`src/rtl/misaligned_access_unit.sv`:
```
`default_nettype none
// ============================================================================
// misaligned_access_unit
//   Load/store unit that splits boundary-crossing accesses into two beats.
//   Revision: 1.0
// ============================================================================
module misaligned_access_unit #(
  parameter int XLEN             = 32,
  parameter int ADDR_WIDTH       = 32,
  parameter bit MISALIGNED_SPLIT = 1'b1
) (
  input  logic                  clk,
  input  logic                  reset,
  input  logic                  req_valid,
  output logic                  req_ready,
  input  logic                  req_read,
  input  logic                  req_write,
  input  logic [2:0]            req_funct3,
  input  logic [ADDR_WIDTH-1:0] req_address,
  input  logic [XLEN-1:0]       req_store_data,
  output logic                  resp_valid,
  output logic [XLEN-1:0]       resp_load_data,
  output logic                  resp_fault,
  output logic                  mem_req,
  output logic [ADDR_WIDTH-1:0] mem_address,
  output logic                  mem_write,
  output logic [XLEN/8-1:0]     mem_write_mask,
  output logic [XLEN-1:0]       mem_write_data,
  input  logic                  mem_ack,
  input  logic [XLEN-1:0]       mem_read_data
);
  localparam int B = XLEN / 8;
  localparam int O = $clog2(B);

  localparam logic [1:0] S_IDLE  = 2'd0;
  localparam logic [1:0] S_BEAT0 = 2'd1;
  localparam logic [1:0] S_BEAT1 = 2'd2;
  localparam logic [1:0] S_RESP  = 2'd3;

  logic [1:0]            state, next_state;
  logic [ADDR_WIDTH-1:0] lat_address;
  logic [2:0]            lat_funct3;
  logic                  lat_write, lat_split;
  logic [XLEN-1:0]       lat_store_data, beat0_data;

  logic                  idle, ack;
  logic [ADDR_WIDTH-1:0] src_address;
  logic [2:0]            src_funct3;
  logic [XLEN-1:0]       src_store_data;
  logic [O-1:0]          off;
  logic [3:0]            nbytes;
  logic [4:0]            span;
  logic                  crosses;
  logic [B-1:0]          size_mask;
  logic [XLEN-1:0]       lane_bits;
  logic [2*B-1:0]        wide_mask;
  logic [2*XLEN-1:0]     wide_wdata;
  logic                  funct3_ok, aligned, req_fault;
  logic [XLEN-1:0]       beat0_src, beat1_src, raw, load_value;
  logic [2*XLEN-1:0]     merge_wide;
  logic                  sign_bit;

  logic                  mem_req_nxt, mem_write_nxt, resp_valid_nxt, resp_fault_nxt;
  logic [ADDR_WIDTH-1:0] mem_address_nxt;
  logic [B-1:0]          mem_write_mask_nxt;
  logic [XLEN-1:0]       mem_write_data_nxt, resp_load_data_nxt;

  assign idle      = (state == S_IDLE);
  assign req_ready = idle;
  assign ack       = mem_ack && mem_req;

  // In IDLE the geometry is decoded from the live request so beat0 can be issued at acceptance
  assign src_address    = idle ? req_address    : lat_address;
  assign src_funct3     = idle ? req_funct3     : lat_funct3;
  assign src_store_data = idle ? req_store_data : lat_store_data;

  assign off        = src_address[O-1:0];
  assign nbytes     = 4'd1 << src_funct3[1:0];
  assign span       = 5'(off) + 5'(nbytes);
  assign crosses    = span > 5'(B);
  assign size_mask  = B'((9'd1 << nbytes) - 9'd1);
  assign wide_mask  = {{B{1'b0}}, size_mask} << off;
  assign wide_wdata = {{XLEN{1'b0}}, src_store_data & lane_bits} << {off, 3'b000};

  always_comb begin
    lane_bits = '0;
    for (int i = 0; i < B; i++) lane_bits[8*i +: 8] = {8{size_mask[i]}};
  end

  always_comb begin
    funct3_ok = 1'b0;
    if (req_read) begin
      case (req_funct3)
        3'b000, 3'b001, 3'b010, 3'b100, 3'b101: funct3_ok = 1'b1;
        3'b011, 3'b110:                         funct3_ok = (XLEN == 64);
        default:                                funct3_ok = 1'b0;
      endcase
    end else begin
      case (req_funct3)
        3'b000, 3'b001, 3'b010: funct3_ok = 1'b1;
        3'b011:                 funct3_ok = (XLEN == 64);
        default:                funct3_ok = 1'b0;
      endcase
    end
  end

  assign aligned   = (off & O'(nbytes - 4'd1)) == '0;
  assign req_fault = (req_read == req_write) || !funct3_ok || (!MISALIGNED_SPLIT && !aligned);

  // The xor isolates the top bit of the kept field, i.e. the sign bit of the access
  assign beat0_src  = (state == S_BEAT1) ? beat0_data : mem_read_data;
  assign beat1_src  = (state == S_BEAT1) ? mem_read_data : '0;
  assign merge_wide = {beat1_src, beat0_src} >> {off, 3'b000};
  assign raw        = merge_wide[XLEN-1:0];
  assign sign_bit   = |(raw & (lane_bits ^ (lane_bits >> 1)));
  assign load_value = (raw & lane_bits) |
                      ((!src_funct3[2] && sign_bit) ? ~lane_bits : '0);

  always_ff @(posedge clk or posedge reset) begin
    if (reset) begin
      state          <= S_IDLE;
      lat_address    <= '0;
      lat_funct3     <= '0;
      lat_write      <= 1'b0;
      lat_split      <= 1'b0;
      lat_store_data <= '0;
      beat0_data     <= '0;
      mem_req        <= 1'b0;
      mem_address    <= '0;
      mem_write      <= 1'b0;
      mem_write_mask <= '0;
      mem_write_data <= '0;
      resp_valid     <= 1'b0;
      resp_fault     <= 1'b0;
      resp_load_data <= '0;
    end else begin
      state          <= next_state;
      mem_req        <= mem_req_nxt;
      mem_address    <= mem_address_nxt;
      mem_write      <= mem_write_nxt;
      mem_write_mask <= mem_write_mask_nxt;
      mem_write_data <= mem_write_data_nxt;
      resp_valid     <= resp_valid_nxt;
      resp_fault     <= resp_fault_nxt;
      resp_load_data <= resp_load_data_nxt;
      if (idle && req_valid) begin
        lat_address    <= req_address;
        lat_funct3     <= req_funct3;
        lat_write      <= req_write;
        lat_split      <= crosses;
        lat_store_data <= req_store_data;
      end
      if (state == S_BEAT0 && ack) beat0_data <= mem_read_data;
    end
  end

  always_comb begin
    next_state = state;
    case (state)
      S_IDLE:  if (req_valid) next_state = req_fault ? S_RESP : S_BEAT0;
      S_BEAT0: if (ack) next_state = lat_split ? S_BEAT1 : S_RESP;
      S_BEAT1: if (ack) next_state = S_RESP;
      default: next_state = S_IDLE;
    endcase
  end

  always_comb begin
    mem_req_nxt        = mem_req;
    mem_address_nxt    = mem_address;
    mem_write_nxt      = mem_write;
    mem_write_mask_nxt = mem_write_mask;
    mem_write_data_nxt = mem_write_data;
    resp_valid_nxt     = 1'b0;
    resp_fault_nxt     = 1'b0;
    resp_load_data_nxt = '0;
    case (state)
      S_IDLE: begin
        if (req_valid) begin
          if (req_fault) begin
            resp_valid_nxt = 1'b1;
            resp_fault_nxt = 1'b1;
          end else begin
            mem_req_nxt        = 1'b1;
            mem_address_nxt    = req_address & ~ADDR_WIDTH'(B - 1);
            mem_write_nxt      = req_write;
            mem_write_mask_nxt = wide_mask[B-1:0];
            mem_write_data_nxt = wide_wdata[XLEN-1:0];
          end
        end
      end
      S_BEAT0: begin
        if (ack) begin
          if (lat_split) begin
            mem_address_nxt    = mem_address + ADDR_WIDTH'(B);
            mem_write_mask_nxt = wide_mask[2*B-1:B];
            mem_write_data_nxt = wide_wdata[2*XLEN-1:XLEN];
          end else begin
            mem_req_nxt        = 1'b0;
            resp_valid_nxt     = 1'b1;
            resp_load_data_nxt = lat_write ? '0 : load_value;
          end
        end
      end
      S_BEAT1: begin
        if (ack) begin
          mem_req_nxt        = 1'b0;
          resp_valid_nxt     = 1'b1;
          resp_load_data_nxt = lat_write ? '0 : load_value;
        end
      end
      default: ;
    endcase
  end

endmodule
`default_nettype wire

```
`config.mk`:
```
export PLATFORM = sky130hd
export DESIGN_NAME = misaligned_access_unit
export DESIGN_NICKNAME = d
export VERILOG_FILES = /design/src/rtl/misaligned_access_unit.sv
export SDC_FILE = /design/constraint.sdc
export NUM_CORES = 1
export LEC_CHECK = 0
export ABC_AREA = 1
export CAP_MARGIN = 5
export CORE_MARGIN = 2
export CORE_UTILIZATION = 35
export CTS_BUF_LIST = sky130_fd_sc_hd__clkbuf_16
export DETAILED_ROUTE_END_ITERATION = 7
export HOLD_SLACK_MARGIN = 0.02
export PLACE_DENSITY = 0.66
export SYNTH_ARGS = -nofsm -noshare
export SYNTH_HDL_FRONTEND = slang
export SYNTH_SLANG_ARGS = --single-unit
```
`constraint.sdc`:
```
create_clock -name clk -period 5.95 [get_ports clk]
set_input_delay 1.19 -clock clk [delete_from_list [all_inputs] [get_ports clk]]
set_output_delay 1.19 -clock clk [all_outputs]
set_load 0.01 [all_outputs]
```
Word level (Yosys, flattened, before mapping):

Cells that the tools add are included.

* $add $sub $neg: 3
* order comparisons: 1
* equality and inequality tests: 13
* shift-type cells: 5
* multiplexer cells: 48
* bitwise gates (word level): 7
* reductions and logical operators: 18

Operators by type and width (count)
* 2-to-1 mux 32 bit: 16
* case mux 32 bit (2 select lines): 3
* AND 32 bit: 3
* left shift 32 x 5 -> 64 bit: 1
* right shift 64 x 5 -> 32 bit: 1
* adder 32 x 3 -> 32 bit (second input constant): 1
* inverter 32 bit: 1
* bitwise OR 32 bit: 1
* OR reduction 32 bit: 1
* XOR 32 x 31 -> 32 bit: 1
* 2-to-1 mux 4 bit: 4
* 2-to-1 mux 1 bit: 15
* != test 2 bit (second input constant): 6
* 2-to-1 mux 2 bit: 5
* case mux 4 bit (2 select lines): 1
* left shift 4 x 2 -> 8 bit: 1
* equality test 3 bit (second input constant): 2
* case mux 1 bit (3 select lines): 2
* case mux 2 bit (3 select lines): 1
* AND reduction 3 bit: 2
* AND reduction 6 bit: 1
* adder 2 x 4 -> 5 bit: 1
* greater-than comparator 5 x 3 -> 1 bit (second input constant): 1
* AND reduction 5 bit: 1
* other kinds (19): 23

* flip-flop bits (word level): 177
* input port bits: 105
* output and inout bits: 105

Longest topological paths before layout:

Gate-level depths: netlist of the first run.

* word-level depth: 15
* mapped depth: 15

Least setup slack after synthesis of the first run:

Ideal clock, no wire load.

* path type: input to register
* start point: in req_address[0]
* end point: reg lat_split
* setup time: 0.120 ns
* data arrival time: 2.609 ns
* path slack: 3.221 ns
* stages: 10
* cells stage by stage: nand2_2 > nand2_4 > buf_4 > buf_2 > ha_1 > fa_1 > o21ai_0 > o21ai_0 > o21ai_0 > inv_1

* longest elaborated chain between the ends: 3

RTL lines
* start: declaration: RTL line 19 `input logic [ADDR_WIDTH-1:0] req_address,`
* 2-to-1 mux 2 bit: RTL line 73 `assign src_address = idle ? req_address : lat_address;`
* adder 2 x 4 -> 5 bit: RTL line 79 `assign span = 5'(off) + 5'(nbytes);`
* greater-than comparator 5 x 3 -> 1 bit: RTL line 80 `assign crosses = span > 5'(B);`
* end signal: assignment: RTL line 150 `lat_split <= crosses;`
* end: declaration: RTL line 43 `logic lat_write, lat_split;`

No other way between the ends.
A chain may end at the register's enable or synchronous reset.

Worst setup path after layout of the first run:

* start point: reg state[1]
* end point: reg mem_address[26]

* longest elaborated chain between the ends: 3
* elaborated cells between the ends (all ways): 9

RTL lines
* start: declaration: RTL line 40 `logic [1:0] state, next_state;`
* start signal: assignment: RTL line 137 `state <= next_state;`
* equality test 2 x 1 -> 1 bit / logical NOT 2 bit (equally long branches): RTL line 176 `case (state)`
* != test 2 bit (no line) / nonzero test 2 bit (equally long branches)
* AND reduction 5 bit (no line)
* end signal: assignment: RTL line 139 `mem_address <= mem_address_nxt;`
* end: declaration: RTL line 25 `output logic [ADDR_WIDTH-1:0] mem_address,`

Several ways; a longest one is shown, not always the timed one.

==> impl_metrics.toml, run 1 <==
[status]
status = "finished, final reports clean"

[sta]
clock.fmax_ghz = 0.2529
fin_crit_ns = 3.954
tns_ns = 0
maxSlewViolCount = 0
fin_crit_sh = 0.6645
setup_viol = 0
hold_viol = 0
postLayoutSetupSlackWorst_ns = 1.996
fin_skew_ns = 0.01034
rsz0062_at_grt = "false"
tightest_slew_ns = 0.8757
maxSlewHeadroom = 0.4126

[layout]
fin_nets = 1710
drive_gt1_frac = 0.04975
antenna-diode-count = 0
areaGrowthSynthToFinish_pct = 28.02

[routing]
wirelength_um = 33260
drc = 0
wl_per_cell_um = 16.70
drtPass1Iterations = 6
ant_nets = 0
vias = 10168
viasPerCell = 5.104
drt_iter0_markers = 1041

[worst_hold_path]
worstHoldEndpoint = "beat0_data[27]$_DFFE_PP0P_"
hold_path_class = "register to register"
min_from = "beat0_data[27]$_DFFE_PP0P_"
worstHoldPathCells = 2

[worst_setup_path]
path_cells = "inv_1 -> ha_1 -> buf_4 -> inv_1 -> o21ai_0 -> nor2_1 -> nand2_2 -> inv_2 -> nand2_1 -> o21ai_0 -> nor2_1"
regToRegStartpoint = "state[1]$_DFFE_PP0P_"
crit_fanout = 50
crit_path_start_kind = "register"
slowest_delay_ns = 0.71
crit_slowest_cell = "inv_1"
crit_cells = 11
cp.buffers_inverters = 4
worstPathArrival_ns = 4.28
rrSetupSlack_ns = 2.00
cp.required_ns = 6.28
path_delay_family = "buffers and inverters"
r2r-end = "mem_address[26]$_DFFE_PP0P_"
cp-end-kind = "register"
crit_type = "register to register"
r2r_cells = 11

[global_routing]
grt_pass1_vias = 9195
grt_first_pass_wirelength_um = 51620
antenna_found_initial = 0
track_usage = 0.2162
gr-total-overflow = 0
grt_max_degree = 89

[power_and_ir_drop]
p_comb_frac = 0.576
p_switching_uw = 3692
clockPowerShare = 0.154
peakVddDrop_mv = 0.3624
seqPwrFrac = 0.271
switching_share = 0.4964
p_per_area_mw_per_mm2 = 572.5
power.total_uw = 7436
p_leak_uw = 0.005999
p_int_uw = 3745

[placed_design]
io_buffers = 207
place_congestion = 0.9281
dp_hpwl_um = 24390
pre_cts_slack_ns = 1.931

[synthesis]
yosys-top-cells-area = "dfrtp_1, nand2_1, o21ai_0"
synth_flop_cell = "dfrtp_1"
synth-async-reset-ratio = 1.000
synth_cell_types = 45
yosys-top-cells-count = "nand2_1, o21ai_0, dfrtp_1"
synth_top_area_frac = 0.4316
yosys_warnings = 0
yosysTopAreaCell = "dfrtp_1"
netlist_instances = 1436
synth.avg_cell_area_um2 = 7.065
synth_seq_area_share = 0.4316
synth_edf_count = 0
synthesis.area_mm2 = 0.01015
yosys.cell_count.top_type = "nand2_1"
ys_seq_elements = 175

[floorplanning]
die_w_um = 174.3
dieArea_mm2 = 0.03037
initial_core_util = 0.3544
die_h_um = 174.3
placementRows = 62
core_area_mm2 = 0.02863
ios = 210

[clocking]
post_cts_buffers = 0
tritoncts = "yes"
clockBufferDepth = 2
cts_sinks = 175
cts_max_level = 4
clock_tree.root_cell = "clkbuf_16"
cts_made_buffers = 17
clk_latency_ns = 0.43
clkTransAtPathRegs_ns = 0.07
ctsHoldBuffers = 0
cts_resized = 0

[run]
maxCapViolCount = 0
[sequential cells by signal (all words and copies together) (netlist names)]
name,flops
beat0_data,32
lat_store_data,32
mem_write_data,32
resp_load_data,32
mem_address,30
mem_write_mask,4
lat_funct3,3
lat_address,2
state,2
lat_split,1
lat_write,1
mem_req,1
mem_write,1
resp_fault,1
resp_valid,1
[worst reg2reg max path: cells and delay by family (launching register included)]
kind,cells,cell delay (ns)
simple gates,4,0.99
compound gates,2,0.58
fa+ha+maj,1,0.18
buf+inv,4,1.68
flops,1,0.42
[per-stage QoR]
stage | instances | hold slack (ns) | utilization | area [um2]
after floorplan | 1437 | 0.4478 | - | 10150
after global placement | 1960 | 0.4610 | 0.4333 | 12400
after detailed placement | 1960 | 0.4685 | 0.4333 | 12400
after CTS | 1992 | 0.4858 | 0.4538 | 12990
after global routing | 1992 | 0.5089 | 0.4538 | 12990
final | 1992 | 0.4836 | 0.4538 | 12990
[cells in the final DEF (no fill, tap or decap), types with 2 or more instances in the layout]
cell type / instances
buf_4: 10
mux2i_1: 2
nand2_2: 9
or2_2: 4
inv_1: 140
clkbuf_16: 17
a221oi_1: 2
nand3_2: 2
a21oi_1: 88
bufinv_16: 2
o22ai_1: 28
o221ai_1: 8
ha_1: 8
a31oi_1: 5
nor2_2: 11
a211oi_1: 3
nor2_1: 122
xor2_1: 4
nand3b_1: 5
dfrtp_1: 175
clkinv_4: 4
conb_1: 2
o211ai_1: 10
clkdlybuf4s50_1: 207
nand2_1: 428
clkinvlp_4: 2
nand3_1: 44
o21ai_1: 10
o21ai_0: 201
nor3_1: 19
inv_6: 5
a22oi_1: 3
nand4_1: 8
inv_2: 5
[cells by family (layout without fill, tap and decap cells)]
logic type                 after synthesis  in the layout  synth area share
AOI/OAI and AO/OA                      362            362            0.1923
xor gates and xnor gates                 4              4          0.003453
adders and majority gates               10             10           0.01307
buffers and inverters                  225            396           0.09298
DFF                                    175            175            0.4316
muxes                                    3              3          0.003083
other                                    1              2         0.0003696
and+or+nand+nor                        656            656            0.2632
[power groups by stage]
stage               logic [uW]  registers, uW  clock network [uW]
floorplan                 2840           2020                   0
CTS                       4240           2010                1160
finish                    4280           2010                1140
detailed placement        4220           2030                   0
global placement          4200           2020                   0
global route              4780           2070                1210
[cell type report]
class	count	area (um2)
clock buffer	17	425.4
clock inverter	15	160.2
fill	2818	15640
inverter	147	564.3
multi-input combinational	1037	4832
sequential	175	4379
tap	384	480.5
timing repair buffer	217	2147
[worst max path at each step]
stage                               startpoint  slack, ns                          end
after floorplan                          reset       0.01    beat0_data[0]$_DFFE_PP0P_
after global placement           req_funct3[2]       1.98  mem_address[25]$_DFFE_PP0P_
after detailed placement         req_funct3[1]       1.93        lat_split$_DFFE_PP0P_
after CTS                 state[1]$_DFFE_PP0P_       1.98  mem_address[23]$_DFFE_PP0P_
after global routing      state[1]$_DFFE_PP0P_       1.57  mem_address[25]$_DFFE_PP0P_
final                     state[1]$_DFFE_PP0P_       2.00  mem_address[26]$_DFFE_PP0P_
[per-layer routing]
metal	track usage	routed length (um)
met4	0.05987	710
met5	0	0
met1	0.3224	15630
met3	0.03981	2648
met2	0.3193	14270
Note: power is estimated with default switching activity, not from simulation.
==> run 2: changes to the inputs <==
Clock period 5.95 ns to 3.3 ns, I/O delays scaled along.
==> impl_metrics.toml, run 2 (synthesis results as in run 1) <==
[run]
maxCapViolCount = 0

[clocking]
cts_made_buffers = 17
cts_max_level = 4
cts_sinks = 175
clockBufferDepth = 2
cts_resized = 0
clk_latency_ns = 0.43
tritoncts = "yes"
clkTransAtPathRegs_ns = 0.07
clock_tree.root_cell = "clkbuf_16"
ctsHoldBuffers = 0
post_cts_buffers = 0

[power_and_ir_drop]
p_per_area_mw_per_mm2 = 1034
p_switching_uw = 6725
seqPwrFrac = 0.267
p_leak_uw = 0.006118
peakVddDrop_mv = 0.5150
switching_share = 0.4929
p_int_uw = 6919
clockPowerShare = 0.150
p_comb_frac = 0.583

[worst_setup_path]
cp-end-kind = "register"
worstPathArrival_ns = 3.17
crit_path_start_kind = "register"
crit_slowest_cell = "ha_2"
cp.required_ns = 3.62
path_delay_family = "adder cells"
path_cells = "inv_1 -> ha_2 -> inv_2 -> nand2_1 -> nand2_2 -> inv_2 -> nand2_2 -> clkinv_4 -> ha_1 -> fa_1 -> o21ai_0 -> o21ai_0 -> o21ai_0 -> inv_1"
crit_fanout = 16
slowest_delay_ns = 0.44
crit_type = "register to register"
cp.buffers_inverters = 5
regToRegStartpoint = "state[0]$_DFFE_PP0P_"
crit_top_cell = "o21ai_0"
crit_path_start = "state[0]$_DFFE_PP0P_"

[routing]
vias = 10211
viasPerCell = 5.070
drc = 0
drt_iter0_markers = 844
wl_per_cell_um = 16.78
drtPass1Iterations = 6
ant_nets = 0
wirelength_um = 33790

[global_routing]
grt_first_pass_wirelength_um = 52960
grt_pass1_vias = 9544
antenna_found_initial = 0
track_usage = 0.2219
grt_max_degree = 77
gr-total-overflow = 0

[floorplanning]
die_w_um = 174.3
core_area_mm2 = 0.02863
initial_core_util = 0.3544
placementRows = 62
dieArea_mm2 = 0.03037
ios = 210
die_h_um = 174.3

[placed_design]
io_buffers = 207
place_congestion = 0.9497
dp_hpwl_um = 25390
placed_area_mm2 = 0.01261

[layout]
fin_area_mm2 = 0.01319
antenna-diode-count = 0
final_common_cell = "nand2_1"
final_cell_mix = "nand2_1, clkdlybuf4s50_1, o21ai_0"
fin_nets = 1733
areaGrowthSynthToFinish_pct = 30.03
drive_gt1_frac = 0.06380

[sta]
fin_crit_ns = 2.848
fin_crit_sh = 0.8629
clock.fmax_ghz = 0.3512
rsz0062_at_grt = "false"
hold_viol = 0
fin_skew_ns = 0.01096
tns_ns = 0
maxSlewViolCount = 0
tightest_slew_ns = 0.8889
maxSlewHeadroom = 0.4061
setup_viol = 0

[worst_hold_path]
hold_path_class = "register to register"
min_from = "mem_write_data[8]$_DFFE_PP0P_"

[status]
status = "finished, final reports clean"
==> run 2: power by group through the flow <==
stage	clock network [uW]	registers (uW)	logic, uW
floorplan	0	3650	5120
global placement	0	3650	7770
detailed placement	0	3670	7830
CTS	2090	3640	7880
global route	2160	3740	8870
finish	2050	3640	7960
==> run 2: path summary, 6_finish.rpt <==
| kind | endpoint | slack, ns | cells past startpoint |
|---|---|---|---|
| hold / removal | mem_write_data[8]$_DFFE_PP0P_ | 0.48 | 2 |
| hold reg to reg | mem_write_data[8]$_DFFE_PP0P_ | 0.48 | 2 |
| setup / recovery | lat_split$_DFFE_PP0P_ | 0.45 | 14 |
| min in group asynchronous | mem_write_data[25]$_DFFE_PP0P_ | 0.77 | 2 |
| max in group asynchronous | mem_write_mask[0]$_DFFE_PP0P_ | 1.83 | 3 |
| setup reg to reg | lat_split$_DFFE_PP0P_ | 0.45 | 14 |
==> run 2: area by class of cell <==
cell class                 instances  area [um2]
clock inverter                    14       155.1
inverter                         147       563.0
tap                              384       480.5
multi-input combinational       1037        4832
sequential                       175        4379
timing repair buffer             240        2357
fill                            2873       15430
clock buffer                      17       425.4
==> run 2: layer usage <==
| layer | vias to the layer above | routed length, um | track usage |
|---|---|---|---|
| li1 | 5032 | - | - |
| met1 | 4733 | 15910 | 0.3190 |
| met2 | 414 | 15130 | 0.3464 |
| met3 | 32 | 2209 | 0.03871 |
| met4 | 0 | 540 | 0.05462 |
| met5 | - | 0 | 0 |
==> run 2: tightest hold or removal path: stages (launching register included) <==
cell     delay, ns
dfrtp_1       0.35
nand2_1       0.05
nand2_1       0.05
==> run 2: stage by stage <==
stage                     worst slack, ns  hold slack, ns  instances  power, uW    util
after CTS                          0.4636          0.4850       2014      13610  0.4609
after detailed placement           0.4133          0.4657       1983      11490  0.4406
after global routing               0.1918          0.5008       2014      14770  0.4609
after global placement             0.4272          0.4616       1983      11420  0.4406
final                              0.4524          0.4836       2014      13640  0.4609
after floorplan                    0.4013          0.4478       1437       8773       -
==> run 3: changes to the inputs <==
Settings changed: HOLD_SLACK_MARGIN 0.02 to not set.
==> results of run 3 <==
The final DEF is identical to that of run 2; final timing and power are the same.
